### src/rtl/spi_arb.sv
// spi_arb: lets the Z80 port path (A) and the hardware sector loader (B) share one SD-card SPI byte engine.
// Optional build macro SPI_ARB_RR_EN: round-robin tie breaking in IDLE instead of fixed A priority.
module spi_arb #(
    parameter int XFER_CE = 16
) (
    input  logic       clock,
    input  logic       reset,
    input  logic       cen,
    input  logic       a_tx,
    input  logic       a_rx,
    input  logic [7:0] a_d,
    input  logic       a_cs,
    output logic       a_busy,
    output logic       a_gnt,
    output logic       a_ovf,
    input  logic       b_tx,
    input  logic       b_rx,
    input  logic [7:0] b_d,
    input  logic       b_cs,
    output logic       b_busy,
    output logic       b_gnt,
    output logic       b_ovf,
    output logic       spi_tx,
    output logic       spi_rx,
    output logic [7:0] spi_d,
    output logic       spi_cs
);

    localparam int CW = $clog2(XFER_CE + 1);

    typedef enum logic [1:0] {IDLE, XFER, LOCK} arbState;

    arbState       state, stateNext;
    logic          ownerB, ownerBNext;
    logic [CW-1:0] count;
    logic          aValid, aRx, bValid, bRx;
    logic [7:0]    aByte, bByte;
    logic          aStrobe, bStrobe, reqA, reqB, winnerB;
    logic          ownValid, ownCs, counting, done, start;
    logic          takeA, takeB, selRx;
    logic [7:0]    selByte;
`ifdef SPI_ARB_RR_EN
    logic          lastB;
`endif

    assign aStrobe  = a_tx | a_rx;
    assign bStrobe  = b_tx | b_rx;
    assign reqA     = aValid | ~a_cs;
    assign reqB     = bValid | ~b_cs;
    assign ownValid = ownerB ? bValid : aValid;
    assign ownCs    = ownerB ? b_cs : a_cs;
    // The cycle in which the engine strobe is high does not count toward the byte window.
    assign counting = (state == XFER) && cen && !(spi_tx || spi_rx);
    assign done     = counting && (count == CW'(XFER_CE - 1));

`ifdef SPI_ARB_RR_EN
    assign winnerB = reqB & (~reqA | ~lastB);
`else
    assign winnerB = reqB & ~reqA;
`endif

    always_comb begin
        stateNext  = state;
        ownerBNext = ownerB;
        start      = 1'b0;
        case (state)
            IDLE: begin
                if (reqA || reqB) begin
                    ownerBNext = winnerB;
                    start      = winnerB ? bValid : aValid;
                    stateNext  = (winnerB ? bValid : aValid) ? XFER : LOCK;
                end
            end
            XFER: begin
                if (done) begin
                    if (ownValid && !ownCs) begin
                        start     = 1'b1;
                        stateNext = XFER;
                    end else if (!ownCs) begin
                        stateNext = LOCK;
                    end else begin
                        stateNext = IDLE;
                    end
                end
            end
            LOCK: begin
                if (ownValid) begin
                    start     = 1'b1;
                    stateNext = XFER;
                end else if (ownCs) begin
                    stateNext = IDLE;
                end
            end
            default: stateNext = IDLE;
        endcase
    end

    assign takeA   = start & ~ownerBNext;
    assign takeB   = start & ownerBNext;
    assign selRx   = ownerBNext ? bRx : aRx;
    assign selByte = ownerBNext ? bByte : aByte;

    // Bus state, ownership, engine strobes and the per-byte cen counter.
    always_ff @(posedge clock or posedge reset) begin
        if (reset) begin
            state  <= IDLE;
            ownerB <= 1'b0;
            count  <= '0;
            spi_tx <= 1'b0;
            spi_rx <= 1'b0;
            spi_d  <= 8'hFF;
            spi_cs <= 1'b1;
        end else begin
            state  <= stateNext;
            ownerB <= ownerBNext;
            spi_tx <= start & ~selRx;
            spi_rx <= start & selRx;
            spi_cs <= (stateNext == IDLE);
            if (start) begin
                spi_d <= selByte;
            end
            if (start || done) begin
                count <= '0;
            end else if (counting) begin
                count <= count + CW'(1);
            end
        end
    end

`ifdef SPI_ARB_RR_EN
    // Remember who was granted last so the next tie goes the other way.
    always_ff @(posedge clock or posedge reset) begin
        if (reset) begin
            lastB <= 1'b1;
        end else if (state == IDLE && (reqA || reqB)) begin
            lastB <= winnerB;
        end
    end
`endif

    // Requester A pending slot: a strobe refills it in the same edge the old entry is consumed.
    always_ff @(posedge clock or posedge reset) begin
        if (reset) begin
            aValid <= 1'b0;
            aRx    <= 1'b0;
            aByte  <= 8'h00;
            a_ovf  <= 1'b0;
        end else begin
            a_ovf <= aStrobe & aValid & ~takeA;
            if (aStrobe && (!aValid || takeA)) begin
                aValid <= 1'b1;
                aRx    <= a_rx;
                aByte  <= a_d;
            end else if (takeA) begin
                aValid <= 1'b0;
            end
        end
    end

    always_ff @(posedge clock or posedge reset) begin
        if (reset) begin
            bValid <= 1'b0;
            bRx    <= 1'b0;
            bByte  <= 8'h00;
            b_ovf  <= 1'b0;
        end else begin
            b_ovf <= bStrobe & bValid & ~takeB;
            if (bStrobe && (!bValid || takeB)) begin
                bValid <= 1'b1;
                bRx    <= b_rx;
                bByte  <= b_d;
            end else if (takeB) begin
                bValid <= 1'b0;
            end
        end
    end

    assign a_gnt  = (state != IDLE) & ~ownerB;
    assign b_gnt  = (state != IDLE) & ownerB;
    assign a_busy = aValid | ((state == XFER) & ~ownerB);
    assign b_busy = bValid | ((state == XFER) & ownerB);

endmodule

### config.mk
export PLATFORM = sky130hd
export DESIGN_NAME = spi_arb
export DESIGN_NICKNAME = d
export VERILOG_FILES = /design/src/rtl/spi_arb.sv
export SDC_FILE = /design/constraint.sdc
export NUM_CORES = 1
export LEC_CHECK = 0
export BUFFER_PORTS_ARGS = -buffer_cell sky130_fd_sc_hd__buf_2
export CORE_UTILIZATION = 57
export CTS_CLUSTER_DIAMETER = 80
export DETAILED_ROUTE_END_ITERATION = 6
export PLACE_DENSITY = 0.79
export SLEW_MARGIN = 20
export SYNTH_ARGS = -nofsm -noshare
export SYNTH_HDL_FRONTEND = slang
export SYNTH_SLANG_ARGS = --single-unit
### constraint.sdc
create_clock -name clock -period 3.8 [get_ports clock]
set_input_delay 0.95 -clock clock [delete_from_list [all_inputs] [get_ports clock]]
set_output_delay 0.95 -clock clock [all_outputs]
set_load 0.005 [all_outputs]
# After elaboration in Yosys (flattened, before gate mapping)
# Cells that the tools add are included.
# op_classes
n_reduce_logical	21
n_eq_ne	3
n_bitwise	27
addsub	1
n_mux	26
# ops
operator	n
1-bit 2-to-1 mux	14
2-bit 2-to-1 mux	7
1-bit AND	13
5-bit 2-to-1 mux	2
8-bit 2-to-1 mux	1
1-bit NOT	8
2-bit nonzero test	4
1-bit logical AND	6
1-bit bitwise OR	6
2-bit one-hot mux with 3 select lines	1
5-bit by 1-bit adder with 5-bit output (second input constant)	1
5-bit by 4-bit equality test with 1-bit output (second input constant)	1
1-bit logical OR	5
1-bit logical NOT	4
2-bit logical NOT	2
1-bit one-hot mux with 3 select lines	1
2-bit by 1-bit equality test with 1-bit output (second input constant)	1
2-bit equality test (second input constant)	1
# totals
word_cells	93
in_bits	25
ff_bits	41
out_inout_bits	17

# Logic depth before layout (Yosys ltp)
# Gate-level depths: netlist of run 1.
# logic_depth
depth_word	11
depth_mapped	10
ltp_nobuf	8

# Least setup slack after synthesis of run 1
# OpenSTA, ideal clock, no wires.
# synth_path
path_type	input-to-reg
from	input port cen
to	register aByte[0]
setup_time_ps	125
setup_slack_ps	1358
arrival_ps	2317
cell_stages	6
path_buffers	1
required_time_ps	3675
path_cell_list	and4bb_2 -> nand2_2 -> o21a_1 -> buf_6 -> o31ai_4 -> mux2_2
# synth_via
elab_chain_len	8
# synth_lines
element	line	text
start, declared	8	input logic cen,
1-bit logical AND (2 in a row)	53	assign counting = (state == XFER) && cen && !(spi_tx || spi_rx);
1-bit logical AND	54	assign done = counting && (count == CW'(XFER_CE - 1));
1-bit 2-to-1 mux	75	if (done) begin
1-bit one-hot mux with 3 select lines	66	case (state)
1-bit AND	98	assign takeA = start & ~ownerBNext;
1-bit logical OR	150	if (aStrobe && (!aValid || takeA)) begin
1-bit logical AND	150	
end signal, assigned	146	aByte <= 8'h00;
end signal, assigned	153	aByte <= a_d;
end, declared	37	logic [7:0] aByte, bByte;
# Every way passes these cells.
# A chain may end at the register's enable or synchronous reset.

# Worst setup path after layout of run 1
# layout_path
from	register count[0]
to	register aByte[6]
# layout_via
elab_chain_len	7
# layout_lines
element	line	text
start, declared	35	logic [CW-1:0] count;
start signal, assigned	125	count <= count + CW'(1);
5-bit by 4-bit equality test with 1-bit output	54	
1-bit logical AND	54	
1-bit 2-to-1 mux	75	
1-bit one-hot mux with 3 select lines	66	
1-bit AND	98	
1-bit logical OR	150	
1-bit logical AND	150	
# Every way passes these cells.

==> results.cfg, run 1 <==
[run_status]
status = finished clean

[floorplan]
start_util = 0.615
core_mm2 = 0.00313
die_h_um = 60.1
fp.dieW_um = 60.1
io_pins = 42
dieArea_mm2 = 0.00361
rows = 20

[job]
maxCapViolations = 0

[clocking]
cts_buffers = 5
clockRootBuffer = clkbuf_4
post-cts-setup-buffers = 0
cts_resized = 0
cts.htree.levels = 2
cts_sinks = 41
cts_hold_buf = 0
clk_latency_ns = 0.35
cts_tree = done
clk_pin_slew_ns = 0.12
cts_buffer_depth = 2

[logic_synthesis]
synth_edf_count = 0
synth_simple_gate_area_share = 0.144
ys_ff_latch = 41
yosys.area_share.adder = 0.0130
synth_top_family_by_area = multiplexers
synth.mux.area_fraction = 0.146
synth_area_mm2 = 0.00192
syn_avg_cell_area_um2 = 11.5
yosysUniqueCellTypes = 40
ys_warn_count = 0
synthCells = 168
synth_xor_area_frac = 0
syn_nets = 195
synth_compound_area_frac = 0.132
synthArstFlopShare = 1.00
synth_flop_cell = dfrtp_1
yosysSeqAreaShare = 0.539

[routing]
drc = 0
viasPerCell = 5.40
vias = 1399
wire_per_inst_um = 13.6
drt_pass1_iterations = 4
drtIter0Drc = 94
wl_um = 3520
drtAntennaViolNets = 0

[cells_and_area]
fin_area_mm2 = 0.00224
multiInputGateArea_um2 = 837
syn_to_final_growth_pct = 16.5
layout-drive-gt1-share = 0.405
fillers = 253
layout.nets = 241
seq_area_mm2 = 0.00104
finalNonFillerCells = 259
num_antenna_cells = 0

[worst_setup_path]
rr_worst_depth = 8
path_depth = 8
cp_num_buf_inv = 0
crit_top_cell = ha_1
cp_data_arrival_time_ns = 3.07
r2r-end = aByte[6]
path_cells = ha_1 > and3_1 > ha_1 > and4bb_2 > nand2_2 > o21a_1 > o31ai_4 > mux2_2
r2r_start = count[0]
max_stage_delay_ns = 0.55
crit_path_end_kind = register
cp_max_fo = 19
crit_slowest_cell = o31ai_4
crit_type = register to register
critical_path_required_ns = 4.04
crit_family = compound AO/OA/AOI/OAI gates
r2r_setup_slack_ns = 0.97
start_kind = register

[pwr]
power_density_mw_per_mm2 = 809
power_leakage_nw = 1.04
worst_ir_drop_vdd_v = 0.000456
power_mw = 1.81

[sta]
fmax_mhz = 353
finalClockSkew_ns = 0.00846
maxSlewHeadroom = 0.598
tightest_slew_ns = 0.603
hold_viol = 0
tns_ns = 0
setup_viol = 0
fin_crit_ns = 2.83
rsz0062_at_grt = no
post-route-period-util = 0.746
hold_slack_ns = 0.487
slew_viol_final = 0

[place]
gp_congestion = 0.861
dp_cells = 251
dp_hpwl_um = 2530
portBuffers = 41
placed_cell_area_mm2 = 0.00217

[global_routing]
grt_overflow = 0
grt_start_max_net_pins = 42
track_usage = 0.223
grt_pass1_vias = 1356
antenna_found_initial = 0
grt_pass1_wl_um = 5740

[min_path]
hp-start = spi_d[4]
hold-path-endpoint = spi_d[4]
min_path_cells = 2
hp-class = register to register
sequential cells by signal (all words and copies together) (netlist names):
| register | count |
|---|---|
| aByte | 8 |
| aRx | 1 |
| aValid | 1 |
| a_ovf | 1 |
| bByte | 8 |
| bRx | 1 |
| bValid | 1 |
| b_ovf | 1 |
| count | 5 |
| ownerB | 1 |
| spi_cs | 1 |
| spi_d | 8 |
| spi_rx | 1 |
| spi_tx | 1 |
| state | 2 |
how the worst max path moves through the flow:
stage | from | to | slack [ns]
after floorplan | cen | aByte[0] | 1.36
after global placement | a_cs | aByte[3] | 0.99
after detailed placement | a_cs | aByte[6] | 0.91
after CTS | count[0] | aByte[6] | 0.95
after global routing | count[0] | aByte[0] | 0.80
final | count[0] | aByte[6] | 0.97
logic make-up after synthesis:
logic type,after synthesis
AO/OA/AOI/OAI,34
adder cells (fa/ha/maj),2
buffers and inverters,10
flip-flops,41
multiplexers,26
AND/OR/NAND/NOR,55
routing by layer:
metal | wire (um) | up-vias | track usage
li1 | - | 682 | -
met1 | 1510 | 672 | 0.254
met2 | 1810 | 36 | 0.381
met3 | 120 | 9 | 0.0519
met4 | 80 | 0 | 0.126
met5 | 0 | - | 0
Yosys cell counts, types with 2 or more instances:
cell / instances / share of area
nand3_1: 3 / 0.0078
dfstp_2: 9 / 0.12
nor2b_1: 3 / 0.0098
dfrtp_1: 32 / 0.42
nor3b_1: 2 / 0.0078
nand2b_1: 4 / 0.013
mux2i_1: 9 / 0.047
nor3_1: 2 / 0.0052
mux2_2: 17 / 0.099
a21o_1: 3 / 0.012
nor2_1: 14 / 0.027
nand2_1: 18 / 0.035
o21bai_1: 2 / 0.0078
ha_1: 2 / 0.013
o21ai_0: 10 / 0.026
a32o_1: 3 / 0.016
a21oi_1: 7 / 0.018
inv_1: 6 / 0.012
through the flow:
stage / utilization / setup slack [ns]
2_1_floorplan: - / 1.36
3_5_place_dp: 0.694 / 0.915
5_1_grt: 0.717 / 0.800
6_report: 0.717 / 0.967
3_3_place_gp: 0.694 / 0.989
4_1_cts: 0.717 / 0.946
cells in the final DEF (no fill, tap or decap), drive strengths merged:
master   count
buf         43
dfrtp       32
nand2       19
mux2        17
nor2        14
o21ai       11
mux2i        9
dfstp        9
a21oi        8
clkbuf       7
inv          6
nand2b       4
nor2b        3
nand3        3
a32o         3
a21o         3
nor3b        3
nor3         2
o21bai       2
ha           2
a31oi        2
and2b        1
and4bb       1
a32oi        1
o21a         1
a21bo        1
or2          1
o31ai        1
nand3b       1
and3         1
o2bb2ai      1
and2         1
or3          1
clkinv       1
worst register-to-register path, stage by stage, from the launching register on:
cell and delay [ns]:
dfrtp_1 0.42, ha_1 0.20, and3_1 0.17, ha_1 0.23, and4bb_2 0.29, nand2_2 0.09, o21a_1 0.39, o31ai_4 0.56
mux2_2 0.39
report_power, final:
part | internal, mW | total [mW] | switching (mW)
logic | 0.384 | 0.775 | 0.392
clock network | 0.107 | 0.247 | 0.140
registers | 0.662 | 0.791 | 0.128
total | 1.15 | 1.81 | 0.659
area by class of cell:
type,instances,share of cell area
Sequential cell,41,0.463
Multi-Input combinational cell,117,0.373
Timing Repair Buffer,43,0.0982
Clock buffer,7,0.0290
Tap cell,44,0.0246
Inverter,6,0.0100
Clock inverter,1,0.00223
Power figures use the tool's default switching activity.
==> inputs of run 2 (changes only) <==
--- a/config.mk
+++ b/config.mk
@@ -6,10 +6,10 @@
 export NUM_CORES = 1
 export LEC_CHECK = 0
 export BUFFER_PORTS_ARGS = -buffer_cell sky130_fd_sc_hd__buf_2
-export CORE_UTILIZATION = 57
+export CORE_UTILIZATION = 48
 export CTS_CLUSTER_DIAMETER = 80
 export DETAILED_ROUTE_END_ITERATION = 6
-export PLACE_DENSITY = 0.79
+export PLACE_DENSITY = 0.71
 export SLEW_MARGIN = 20
 export SYNTH_ARGS = -nofsm -noshare
 export SYNTH_HDL_FRONTEND = slang
==> constraint.sdc (replaced) <==
create_clock -name clock -period 2.42 [get_ports clock]
set_input_delay 0.605 -clock clock [delete_from_list [all_inputs] [get_ports clock]]
set_output_delay 0.605 -clock clock [all_outputs]
set_load 0.005 [all_outputs]
==> run 2 against run 1 <==
Register-to-register slack got worse by 0.83 ns. Sequential share of layout area shrank 2.7 points. Worst setup slack lost 0.83 ns. Combinational power is 74% higher. Clock skew is 0.0032 ns lower. Power rose by 78%. Sequential power rose by 55%. Sequential cell count unchanged. Via count grew 0.50%. Non-clock buffer count increased by 7. Maximum frequency is 24% higher. Core utilization shrank 8.1 points.
==> results.cfg, run 2 (synthesized netlist as in run 1, its figures left out) <==
[global_routing]
track_usage = 0.209
antenna_found_initial = 0
grt_overflow = 0
grt_pass1_vias = 1415
grt_pass1_wl_um = 6540
grt_start_max_net_pins = 42

[cells_and_area]
layout_commonest_cell = buf_2
layout.nets = 248
layout-drive-gt1-share = 0.428
fillers = 316
syn_to_final_growth_pct = 23.7
reg_top3 = aByte (8), bByte (8), spi_d (8)
finalNonFillerCells = 270
num_antenna_cells = 0
final_cell_mix = buf_2 (41), dfrtp_1 (32), nand2_1 (18), mux2_2 (17), nor2_1 (14)

[routing]
vias = 1406
drc = 0
viasPerCell = 5.21
drt_pass1_iterations = 4
wl_um = 3650
drtIter0Drc = 68
wire_per_inst_um = 13.5
drtAntennaViolNets = 0

[floorplan]
io_pins = 42
dieArea_mm2 = 0.00427
fp.dieW_um = 65.3
die_h_um = 65.3
core_mm2 = 0.00374
start_util = 0.514
rows = 22

[sta]
fmax_mhz = 438
hold_viol = 0
finalClockSkew_ns = 0.00523
post-route-period-util = 0.943
slew_viol_final = 0
setup_ws_ns = 0.137
maxSlewHeadroom = 0.591
fin_crit_ns = 2.28
tightest_slew_ns = 0.613
setup_viol = 0
rsz0062_at_grt = no

[place]
place_ws_ns = -0.0539
dp_cells = 260
portBuffers = 41
gp_congestion = 0.823
dp_hpwl_um = 2630

[clocking]
cts_buffer_depth = 2
clk_latency_ns = 0.30
cts_sinks = 41
clockRootBuffer = clkbuf_8
cts_buffers = 5
cts_tree = done
cts.htree.levels = 2
cts_hold_buf = 0
clk_pin_slew_ns = 0.08

[worst_setup_path]
critical_path_required_ns = 2.60
crit_path_end_kind = register
crit_type = register to register
start_kind = register
r2r_start = count[0]
cp_data_arrival_time_ns = 2.46
crit_start = count[0]
cp_max_fo = 8

[run_status]
status = finished clean

[pwr]
p_sw_mw = 1.07
clockPowerShare = 0.201
p_seq_frac = 0.381
power_leakage_nw = 1.11
combPwrFrac = 0.418
worst_ir_drop_vdd_v = 0.000748
power_density_mw_per_mm2 = 1360
internal_power_mw = 2.16
swShare = 0.332

[min_path]
hp-class = input pin to async pin

[job]
maxCapViolations = 0
==> run 2: critical path, cell delays in order, from the launching register on <==
cell and delay (ns):
dfrtp_1 0.38, ha_1 0.18, and3_1 0.16, ha_1 0.16, and4bb_2 0.27, nand2_2 0.09, o21a_2 0.23, o31ai_4 0.21
buf_12 0.16, mux2_2 0.33
==> run 2: cell type report <==
class | count | area, um^2 | area share
sequential | 41 | 1040 | 0.436
multi-input combinational | 117 | 838 | 0.352
timing repair buffer | 50 | 289 | 0.121
clock buffer | 5 | 68.8 | 0.0289
clock inverter | 3 | 65.1 | 0.0273
tap | 48 | 60.1 | 0.0252
inverter | 6 | 22.5 | 0.00946
==> run 2: metal layers <==
metal	wire length (um)	track usage	vias up
li1	-	-	694
met1	1620	0.262	655
met2	1770	0.341	50
met3	193	0.0556	7
met4	68	0.0815	0
met5	0	0	-
==> run 2: through the flow <==
step | area (um^2) | utilization | hold slack, ns | total power [mW] | setup TNS [ns]
after global placement | 2210 | 0.592 | 0.466 | 2.50 | 0
after global routing | 2380 | 0.636 | 0.482 | 3.50 | 0
after CTS | 2370 | 0.633 | 0.431 | 3.24 | 0
after detailed placement | 2210 | 0.592 | 0.471 | 2.56 | -0.367
after floorplan | 1920 | - | 0.467 | 2.16 | 0
final | 2380 | 0.636 | 0.416 | 3.23 | 0
==> run 2: final timing paths <==
path | slack [ns] | end | cells past startpoint
max | 0.14 | aByte[1] | 9
min | 0.42 | bByte[3] | 3
max reg2reg | 0.14 | aByte[1] | 9
min reg2reg | 0.48 | spi_d[4] | 2
max in group asynchronous | 1.63 | spi_d[4] | 3
min in group clock | 0.48 | spi_d[4] | 2
==> run 2: what timing repair did <==
action / CTS / global route
resized for setup: 0 / 2
pin swaps: 1 / 0
buffers inserted: 1 / 1
setup endpoints to repair: 8 / 9
==> run 2: power by group through the flow <==
stage,registers [mW],logic [mW],clock network [mW]
final,1.23,1.35,0.648
after global routing,1.27,1.54,0.693
after CTS,1.23,1.35,0.661
after detailed placement,1.25,1.32,0
after global placement,1.23,1.27,0
after floorplan,1.19,0.972,0
==> inputs of run 3 (changes only) <==
--- a/config.mk
+++ b/config.mk
@@ -10,6 +10,7 @@
 export CTS_CLUSTER_DIAMETER = 80
 export DETAILED_ROUTE_END_ITERATION = 6
 export PLACE_DENSITY = 0.71
+export RECOVER_POWER = 50
 export SLEW_MARGIN = 20
 export SYNTH_ARGS = -nofsm -noshare
 export SYNTH_HDL_FRONTEND = slang
==> run 3 against run 2 <==
Sequential share of layout area up 0.092 points. Count of clock-buffer cells in the layout unchanged. Routed wire length up 0.11%. Die area unchanged. Clock power about the same. Largest power group unchanged. Critical path depth unchanged. Clock skew unchanged.
==> results.cfg, run 3 (synthesized netlist as in run 1, its figures left out) <==
[clocking]
clockRootBuffer = clkbuf_8
clk_pin_slew_ns = 0.08
cts_tree = done
cts_buffer_depth = 2
cts_hold_buf = 0
cts.htree.levels = 2
cts_buffers = 5
cts_sinks = 41
clk_latency_ns = 0.30

[global_routing]
grt_pass1_wl_um = 6540
grt_start_max_net_pins = 42
grt_overflow = 0
grt_pass1_vias = 1415
track_usage = 0.209
antenna_found_initial = 0

[routing]
viasPerCell = 5.21
drt_pass1_iterations = 4
wl_um = 3660
drtAntennaViolNets = 0
vias = 1406
drtIter0Drc = 68
wire_per_inst_um = 13.5
drc = 0

[place]
portBuffers = 41
dp_hpwl_um = 2630
gp_congestion = 0.823
dp_cells = 260

[floorplan]
rows = 22
start_util = 0.514
dieArea_mm2 = 0.00427
io_pins = 42
die_h_um = 65.3
fp.dieW_um = 65.3
core_mm2 = 0.00374

[sta]
fin_crit_ns = 2.28
hold_viol = 0
tns_ns = 0
setup_viol = 0
finalClockSkew_ns = 0.00523
slew_viol_final = 0
hold_slack_ns = 0.479
tightest_slew_ns = 0.982
post-route-period-util = 0.943
maxSlewHeadroom = 0.345
fmax_mhz = 438
rsz0062_at_grt = no

[worst_setup_path]
crit_slowest_cell = dfrtp_1
cp_max_fo = 8
crit_path_end_kind = register
crit_type = register to register
critical_path_required_ns = 2.60
start_kind = register
path_cells = ha_1 > and3_1 > ha_1 > and4bb_2 > nand2_2 > o21a_2 > o31ai_4 > buf_12 > mux2_2
crit_top_cell = ha_1
cp_data_arrival_time_ns = 2.46
max_stage_delay_ns = 0.38

[cells_and_area]
layout.nets = 248
num_antenna_cells = 0
final_cell_mix = buf_2 (39), dfrtp_1 (32), nand2_1 (18), mux2_2 (17), nor2_1 (14)
layout_commonest_cell = buf_2
reg_top3 = aByte (8), bByte (8), spi_d (8)
finalNonFillerCells = 270
syn_to_final_growth_pct = 23.5
layout-drive-gt1-share = 0.419

[pwr]
power_mw = 3.23
power_leakage_nw = 1.10
worst_ir_drop_vdd_v = 0.000748
power_density_mw_per_mm2 = 1360

[min_path]
hp-class = register to register

[run_status]
status = finished clean

[job]
maxCapViolations = 0
==> run 3: cell types whose count changed in the layout (fill, tap and decap cells not counted) <==
cell and change:
buf_2 -2, clkbuf_1 +2, buf_4 -1, clkbuf_2 +1
==> run 3: final timing paths <==
kind,from,to,slack [ns],cells after the start
setup / recovery,count[0],aByte[1],0.14,9
min in group asynchronous,reset,bByte[3],0.60,3
max in group asynchronous,reset,bByte[4],1.22,3
hold reg to reg,spi_d[4],spi_d[4],0.48,2
setup reg to reg,count[0],aByte[1],0.14,9
hold / removal,spi_d[4],spi_d[4],0.48,2
==> run 3: cell type report <==
| type | instances | area, um^2 |
|---|---|---|
| clock buffer | 5 | 68.8 |
| tap | 48 | 60.1 |
| sequential | 41 | 1040 |
| fill | 318 | 1370 |
| inverter | 6 | 22.5 |
| timing repair buffer | 50 | 284 |
| clock inverter | 3 | 65.1 |
| multi-input combinational | 117 | 838 |
==> run 3: what timing repair did <==
action | CTS | global route
setup endpoints to repair | 8 | 9
gates resized for setup | 0 | 2
setup buffers | 1 | 1
pin swaps | 1 | 0
==> run 3: critical path, delay by kind of cell (launching register included) <==
kind,cells,cell delay [ns]
muxes,1,0.33
DFF,1,0.38
AOI/OAI and AO/OA,2,0.44
buffers and inverters,1,0.16
adders and majority gates,2,0.34
and+or+nand+nor,3,0.52
==> run 3: power breakdown <==
group          switching, mW  internal (mW)
Clock                  0.238          0.410
Combinational          0.645          0.702
Sequential             0.189           1.04
==> run 3: metrics by stage <==
stage          utilization  area (um^2)  setup WS [ns]
2_1_floorplan            -         1920         0.0114
3_3_place_gp         0.592         2210         0.0410
3_5_place_dp         0.592         2210        -0.0539
4_1_cts              0.633         2370         0.0592
5_1_grt              0.635         2380         0.0276
6_report             0.635         2380          0.137
==> run 3: per-layer routing <==
layer  up-vias  global-route usage  wire (um)
met4         0              0.0815         68
met5         -                   0          0
met2        50               0.341       1770
met1       655               0.262       1620
li1        694                   -          -
met3         7              0.0556        194
